==> src/rtl/regfile_write_sched.sv <==
// Register-file write-port arbiter (WB vs aux) with a RAW pending-write scoreboard.
// Optional RF_FWD_EN adds same-cycle WB-to-ID forwarding outputs.
module regfile_write_sched #(
    parameter int DATA_W = 32,
    parameter int ADDR_W = 5,
    parameter int NREGS  = 32
) (
    input  logic              clock,
    input  logic              reset,
    input  logic              wb_valid,
    output logic              wb_ready,
    input  logic [ADDR_W-1:0] wb_reg,
    input  logic [DATA_W-1:0] wb_data,
    input  logic              aux_valid,
    output logic              aux_ready,
    input  logic [ADDR_W-1:0] aux_reg,
    input  logic [DATA_W-1:0] aux_data,
    input  logic              rsv_valid,
    input  logic [ADDR_W-1:0] rsv_reg,
    input  logic [ADDR_W-1:0] rd_reg1,
    input  logic [ADDR_W-1:0] rd_reg2,
    output logic              stall,
    output logic              rf_we,
    output logic [ADDR_W-1:0] rf_waddr,
    output logic [DATA_W-1:0] rf_wdata,
    output logic [NREGS-1:0]  pending
`ifdef RF_FWD_EN
    ,
    output logic              fwd_hit1,
    output logic              fwd_hit2,
    output logic [DATA_W-1:0] fwd_data1,
    output logic [DATA_W-1:0] fwd_data2
`endif
);

    typedef enum logic {
        LAST_WB,
        LAST_AUX
    } rr_t;

    rr_t              rr_q;
    rr_t              rr_d;
    logic             aux_elig;
    logic             aux_req;
    logic             wb_xfer;
    logic             aux_xfer;
    logic [NREGS-1:0] pend_d;

    always_ff @(posedge clock or posedge reset) begin
        if (reset) begin
            rr_q <= LAST_AUX;
        end else begin
            rr_q <= rr_d;
        end
    end

    // Ready reflects "would be accepted", so it is meaningful even while idle.
    always_comb begin
        aux_elig  = !pending[aux_reg];
        aux_req   = aux_valid && aux_elig;
        wb_ready  = !(aux_req && rr_q == LAST_WB);
        aux_ready = aux_elig && !(wb_valid && rr_q == LAST_AUX);
        wb_xfer   = wb_valid && wb_ready;
        aux_xfer  = aux_valid && aux_ready;
        rr_d      = rr_q;
        if (wb_valid && aux_req) begin
            rr_d = wb_xfer ? LAST_WB : LAST_AUX;
        end
    end

    // Clear first, then set, so a same-cycle reservation survives.
    always_comb begin
        pend_d = pending;
        if (wb_xfer) begin
            pend_d[wb_reg] = 1'b0;
        end
        if (rsv_valid && rsv_reg != '0) begin
            pend_d[rsv_reg] = 1'b1;
        end
        pend_d[0] = 1'b0;
    end

    always_ff @(posedge clock or posedge reset) begin
        if (reset) begin
            pending <= '0;
        end else begin
            pending <= pend_d;
        end
    end

    always_ff @(posedge clock or posedge reset) begin
        if (reset) begin
            rf_we    <= 1'b0;
            rf_waddr <= '0;
            rf_wdata <= '0;
        end else if (wb_xfer) begin
            rf_we    <= wb_reg != '0;
            rf_waddr <= wb_reg;
            rf_wdata <= wb_data;
        end else if (aux_xfer) begin
            rf_we    <= aux_reg != '0;
            rf_waddr <= aux_reg;
            rf_wdata <= aux_data;
        end else begin
            rf_we    <= 1'b0;
        end
    end

`ifdef RF_FWD_EN
    always_comb begin
        fwd_hit1  = wb_xfer && wb_reg == rd_reg1 && rd_reg1 != '0;
        fwd_hit2  = wb_xfer && wb_reg == rd_reg2 && rd_reg2 != '0;
        fwd_data1 = fwd_hit1 ? wb_data : '0;
        fwd_data2 = fwd_hit2 ? wb_data : '0;
        stall     = (pending[rd_reg1] && rd_reg1 != '0 && !fwd_hit1)
                  || (pending[rd_reg2] && rd_reg2 != '0 && !fwd_hit2);
    end
`else
    always_comb begin
        stall = (pending[rd_reg1] && rd_reg1 != '0)
             || (pending[rd_reg2] && rd_reg2 != '0);
    end
`endif

endmodule
==> config.mk <==
export PLATFORM = sky130hd
export DESIGN_NAME = regfile_write_sched
export DESIGN_NICKNAME = d
export VERILOG_FILES = /design/src/rtl/regfile_write_sched.sv
export SDC_FILE = /design/constraint.sdc
export NUM_CORES = 1
export LEC_CHECK = 0
export ABC_AREA = 1
export CAP_MARGIN = 15
export CORE_UTILIZATION = 47
export CTS_BUF_LIST = sky130_fd_sc_hd__clkbuf_2 sky130_fd_sc_hd__clkbuf_4 sky130_fd_sc_hd__clkbuf_8
export CTS_CLUSTER_SIZE = 20
export DETAILED_ROUTE_END_ITERATION = 10
export PLACE_DENSITY = 0.88
export SLEW_MARGIN = 20
export SYNTH_ARGS = -nofsm -noshare
export SYNTH_HDL_FRONTEND = slang
export SYNTH_SLANG_ARGS = --single-unit
==> constraint.sdc <==
create_clock -name clock -period 3.5 [get_ports clock]
set_clock_uncertainty 0.2 [all_clocks]
set_input_delay 0.7 -clock clock [delete_from_list [all_inputs] [get_ports clock]]
set_output_delay 0.7 -clock clock [all_outputs]
set_load 0.03 [all_outputs]
---- Word-level counts from Yosys, hierarchy flattened ----
Cells that the tools add are included.
storage, ports and cells
  register bits ........................... 70
  input port bits ......................... 94
  logic and storage cells ................. 57
  output and inout bits ................... 73
operators by class
  reductions and logical operators ........ 22
  mux-type cells .......................... 19
  $lt $le $gt $ge ......................... 7
  bitwise logic cells ..................... 4
operator list
  cell                                                  count
  two-way mux 32 bit                                    4
  AND 32 bit                                            1
  inverter 32 bit                                       1
  bitwise OR 32 bit                                     1
  < comparator 5 x 6 -> 1 bit (second input constant)   5
  nonzero test 5 bit                                    5
  binary-select mux 1 bit (select 5 bit)                3
  logical AND 1 bit                                     12
  demux 1 bit (select 5 bit)                            2
  >= comparator 5 x 1 -> 1 bit (second input constant)  2
  two-way mux 5 bit                                     2
  two-way mux 1 bit                                     8
  zero test 1 bit                                       3
  nonzero test 2 bit                                    1
  logical OR 1 bit                                      1
  inverter 1 bit                                        1

---- Longest topological paths before layout ----
Gate-level depths: netlist of run 1.
  word-level depth ........................ 10
  gate-level depth with buffers ........... 14
  depth with buffers taken out ............ 13

---- Worst setup path before layout of run 1 ----
No wires, ideal clock.
  path kind ............................... input port to output port
  start point ............................. input port rd_reg2[0]
  end point ............................... output port stall
  path slack .............................. 0.716 ns
  cell stages on the path ................. 9
  path buffers ............................ 2
  required time ........................... 2.600 ns
  arrival time ............................ 1.884 ns
  cell sequence ........................... clkbuf_1 clkbuf_1 nand2_1 o211ai_1 nand3_1 nand3_1 nand3_1 o21ai_0 nand2_1
between the ends
  cells in the longest elaborated chain, start to end .. 4
  elaborated cells between the ends (all ways) .. 5
  classes of those cells .................. mux: 2; reduce/logical: 3
ends and longest elaborated chain
  what                                     line  source
  from (decl)                              21    input logic [ADDR_W-1:0] rd_reg2,
  binary-select mux 1 bit (select 5 bit)   121   || (pending[rd_reg2] && rd_reg2 != '0);
  two-way mux 1 bit (implied by the code)  121
  logical AND 1 bit (*)                    121
  logical OR 1 bit (*)                     121
  to (decl)                                22    output logic stall,
Every way passes the cells marked *; elsewhere a longest branch is shown, timed or not. The select of a mux whose other input is x is not followed.

---- Final worst setup path of run 1 ----
  start point ............................. input port rd_reg1[1]
  end point ............................... output port stall
between the ends
  cells in the longest elaborated chain, start to end .. 4
  elaborated cells between the ends (all ways) .. 5
  classes of those cells .................. mux: 2; reduce/logical: 3
ends and longest elaborated chain
  what                                     line  source
  from (decl)                              20    input logic [ADDR_W-1:0] rd_reg1,
  binary-select mux 1 bit (select 5 bit)   120   stall = (pending[rd_reg1] && rd_reg1 != '0)
  two-way mux 1 bit (implied by the code)  120
  logical AND 1 bit (*)                    120
  logical OR 1 bit (*)                     121
Marked as above.

==> results of run 1 <==
## per-layer routing
| metal | routed length (um) | up-vias |
|---|---|---|
| li1 | - | 2545 |
| met1 | 6258 | 2565 |
| met2 | 8039 | 346 |
| met3 | 1429 | 51 |
| met4 | 540 | 0 |
| met5 | 0 | - |
## state kept, by name (all words and copies together), names as in the netlist
name,cells
pending,31
rf_waddr,5
rf_wdata,32
rf_we,1
rr_q,1
## placed cells by master, fill, tap and decap left out
cell,instances
inv_2,4
o21ai_0,30
nand3_2,21
buf_4,17
clkdlybuf4s50_1,160
clkbuf_8,9
nor2_1,53
or2_1,2
inv_6,1
inv_1,48
dfstp_2,1
buf_12,1
o211ai_1,9
nand2_4,1
nor3_1,6
o22ai_1,2
dlymetal6s2s_1,1
nand4_1,2
nor2_8,1
clkinvlp_4,2
buf_2,1
nand3_1,180
bufinv_16,2
nor4_1,2
dfrtp_1,69
a21oi_1,21
o31ai_1,2
or2_2,1
nand2_2,12
nand2_1,166
clkinv_2,1
o21ai_2,1
conb_1,1
clkinv_4,1
## cells in the mapped netlist
cell type	number
inv_2	3
buf_6	4
nor2_1	53
nor2_8	1
buf_8	1
clkbuf_1	18
o21ai_2	1
o22ai_1	2
nand3_2	21
nand2_4	1
nor4_1	2
dfrtp_1	69
buf_2	10
o211ai_1	9
inv_1	49
buf_4	3
a21oi_1	21
nand2_1	166
nor3_1	6
conb_1	1
nand3_1	180
buf_1	3
nand4_1	2
nand2_2	12
o21ai_0	30
or2_1	2
o31ai_1	2
or2_2	1
dfstp_2	1
## tightest hold or removal path, delay by kind of cell (launching register included)
kind / cells / cell delay [ns]
simple gates: 2 / 0.11
flops: 1 / 0.39
## per-stage QoR
step	hold WS, ns	cells
floorplan	0.2697	674
global placement	0.2795	944
detailed placement	0.2903	944
CTS	0.3074	960
global route	0.3433	960
finish	0.3066	960
## final cells by class
| class | count | share of cell area (%) |
|---|---|---|
| inverters | 52 | 2.969 |
| flip-flops and latches | 70 | 26.67 |
| multi-input cells | 513 | 37.67 |
| repair buffers | 180 | 26.87 |
| clock buffers | 9 | 1.884 |
| well taps | 129 | 2.455 |
| clock inverters | 7 | 1.485 |
## logic make-up (layout without fill, tap and decap cells)
| family | count (synthesis) | in the layout | share of synthesized area (%) |
|---|---|---|---|
| other | 1 | 1 | 0.08089 |
| buffers and inverters | 91 | 248 | 8.772 |
| DFF | 70 | 70 | 37.81 |
| and+or+nand+nor | 447 | 447 | 45.59 |
| AOI/OAI and AO/OA | 65 | 65 | 7.746 |
## where the power goes
part | switching (uW) | total [uW] | internal, uW
sequential | 213 | 1190 | 979
clock | 335 | 738 | 403
combinational | 861 | 1430 | 571
total | 1410 | 3360 | 1950
## worst paths after layout
check                                           start                       to  slack [ns]  depth (start not counted)
worst max-delay path                       rd_reg1[1]                    stall        0.17                         10
worst min-delay path                 rr_q$_DFFE_PP1P_         rr_q$_DFFE_PP1P_        0.31                          2
worst max register to register  pending[10]$_DFF_PP0_    pending[28]$_DFF_PP0_        1.17                         12
worst min register to register       rr_q$_DFFE_PP1P_         rr_q$_DFFE_PP1P_        0.31                          2
max in group asynchronous                       reset     pending[5]$_DFF_PP0_        1.66                          3
min in group asynchronous                       reset  rf_wdata[7]$_DFFE_PP0P_        0.62                          2
## repair_timing
item	CTS	global route
setup endpoints to repair	0	2
hold endpoints to repair	0	0
resized for setup	0	1
==> impl_metrics.toml, run 1 <==
[placed_design]
port_buffers = 165
placed_cell_area_um2 = 6350
place_congestion = 0.9744
dp.final_hpwl_mm = 11.98
post-place-ws_ns = 0.1263

[global_routing]
grt-ovfl-total = 0
use_met1_pct = 41.05
grt.met3_usage_pct = 5.107
grt_pass1_vias = 5294
track_usage_pct = 32.24
grt_pass1_wl_mm = 25.49
antenna_found_initial = 0
grt_util_met2_pct = 54.21
top_usage_layer = "met2"
grt_max_degree = 72

[finish]
finalNetCount = 920
drive_above_1_share_pct = 9.266
fin_area_um2 = 6574
multi_input_area_um2 = 2476
seq_area_um2 = 1753
utilization_pct = 69.82
areaGrowthSynthToFinish_pct = 41.81
fillCellCount = 784
diodes = 0

[worst_hold_path]
hold_path_class = "flip-flop to flip-flop"

[synthesis]
ys_types = 29
yosys_warnings = 0
synth_area_per_cell_um2 = 6.878
synth_top_area_cell = "dfrtp_1"
ys_seq_area_share_pct = 37.81
netlist_instances = 674
synth.net_count = 768
synth_area_leaders = "dfrtp_1 (37%), nand3_1 (19%), nand2_1 (13%), nand3_2 (4.5%), nor2_1 (4.3%)"
synthesis.area_um2 = 4636
synth_top_area_share_pct = 37.25
synth-seq-cells = 70

[die]
die_h_um = 101.3
coreArea_um2 = 9415
dieArea_um2 = 10260
placementRows = 35
die_x_um = 101.3
start_util_pct = 49.24
io_pins = 167

[setup_path]
path_buf_inv = 3
cpMostUsedCell = "nand3_1"
critPathKind = "input port to output pin"
crit_family = "buffers and inverters"
critPathArrivalTime_ns = 2.43
worst_setup_path_start_kind = "input port"
required_ns = 2.60
crit_path_max_fanout = 14
crit_chain = "clkdlybuf4s50_1, inv_1, a21oi_1, o21ai_0, nand3_1, nand3_1, nand3_1, o21ai_0, nand2_1, buf_4"
critPathMaxStageDelay_ns = 0.79
endpoint_kind = "output pin"
worst_path_max_delay_cell = "clkdlybuf4s50_1"

[cts]
h-tree-depth = 3
cts_buffer_depth = 2
numCtsBuffers = 9
postCtsSetupRepairBufs = 0
clock_latency_ns = 0.36
cts.sinks = 70
cts-root-buf = "clkbuf_8"
hold_buffers = 0
clk_pin_slew_ns = 0.08
cts_tree = "done"

[sta]
maxSlewViolCount = 0
maxSlewHeadroom_pct = 32.87
fin_crit_sh_pct = 95.04
finalCriticalPeriod_ns = 3.326
setup_viol = 0
setup_tns_ns = 0
setup_ws_ns = 0.1735
rsz0062_at_grt = "false"
fmax_mhz = 300.6
finalHoldViolations = 0
worstMarginPinSlew_ns = 0.9993

[power]
power-per-cell-area_nw_per_um2 = 511.4
max-vdd-ir-drop_uv = 280.0
p_leak_uw = 0.002984
total_power_uw = 3362

[drt]
routedWlPerCell_um = 16.95
vias_per_cell = 5.736
drtIter0Drc = 606
remaining_drc_errors = 0
ant_nets = 0
drt-total-wl_mm = 16.27
drtPass1Iterations = 7
vias = 5507

[run]
drv_cap = 0

[run_status]
status = "finished, final reports clean"
Power figures use the tool's default switching activity.
==> run 2, diff against run 1 <==
--- a/config.mk
+++ b/config.mk
@@ -12,7 +12,7 @@
 export CTS_CLUSTER_SIZE = 20
 export DETAILED_ROUTE_END_ITERATION = 10
 export PLACE_DENSITY = 0.88
-export SLEW_MARGIN = 20
+export SLEW_MARGIN = 10
 export SYNTH_ARGS = -nofsm -noshare
 export SYNTH_HDL_FRONTEND = slang
 export SYNTH_SLANG_ARGS = --single-unit
==> results of run 2 <==
Final layout, timing and power as in run 1 (identical DEF).
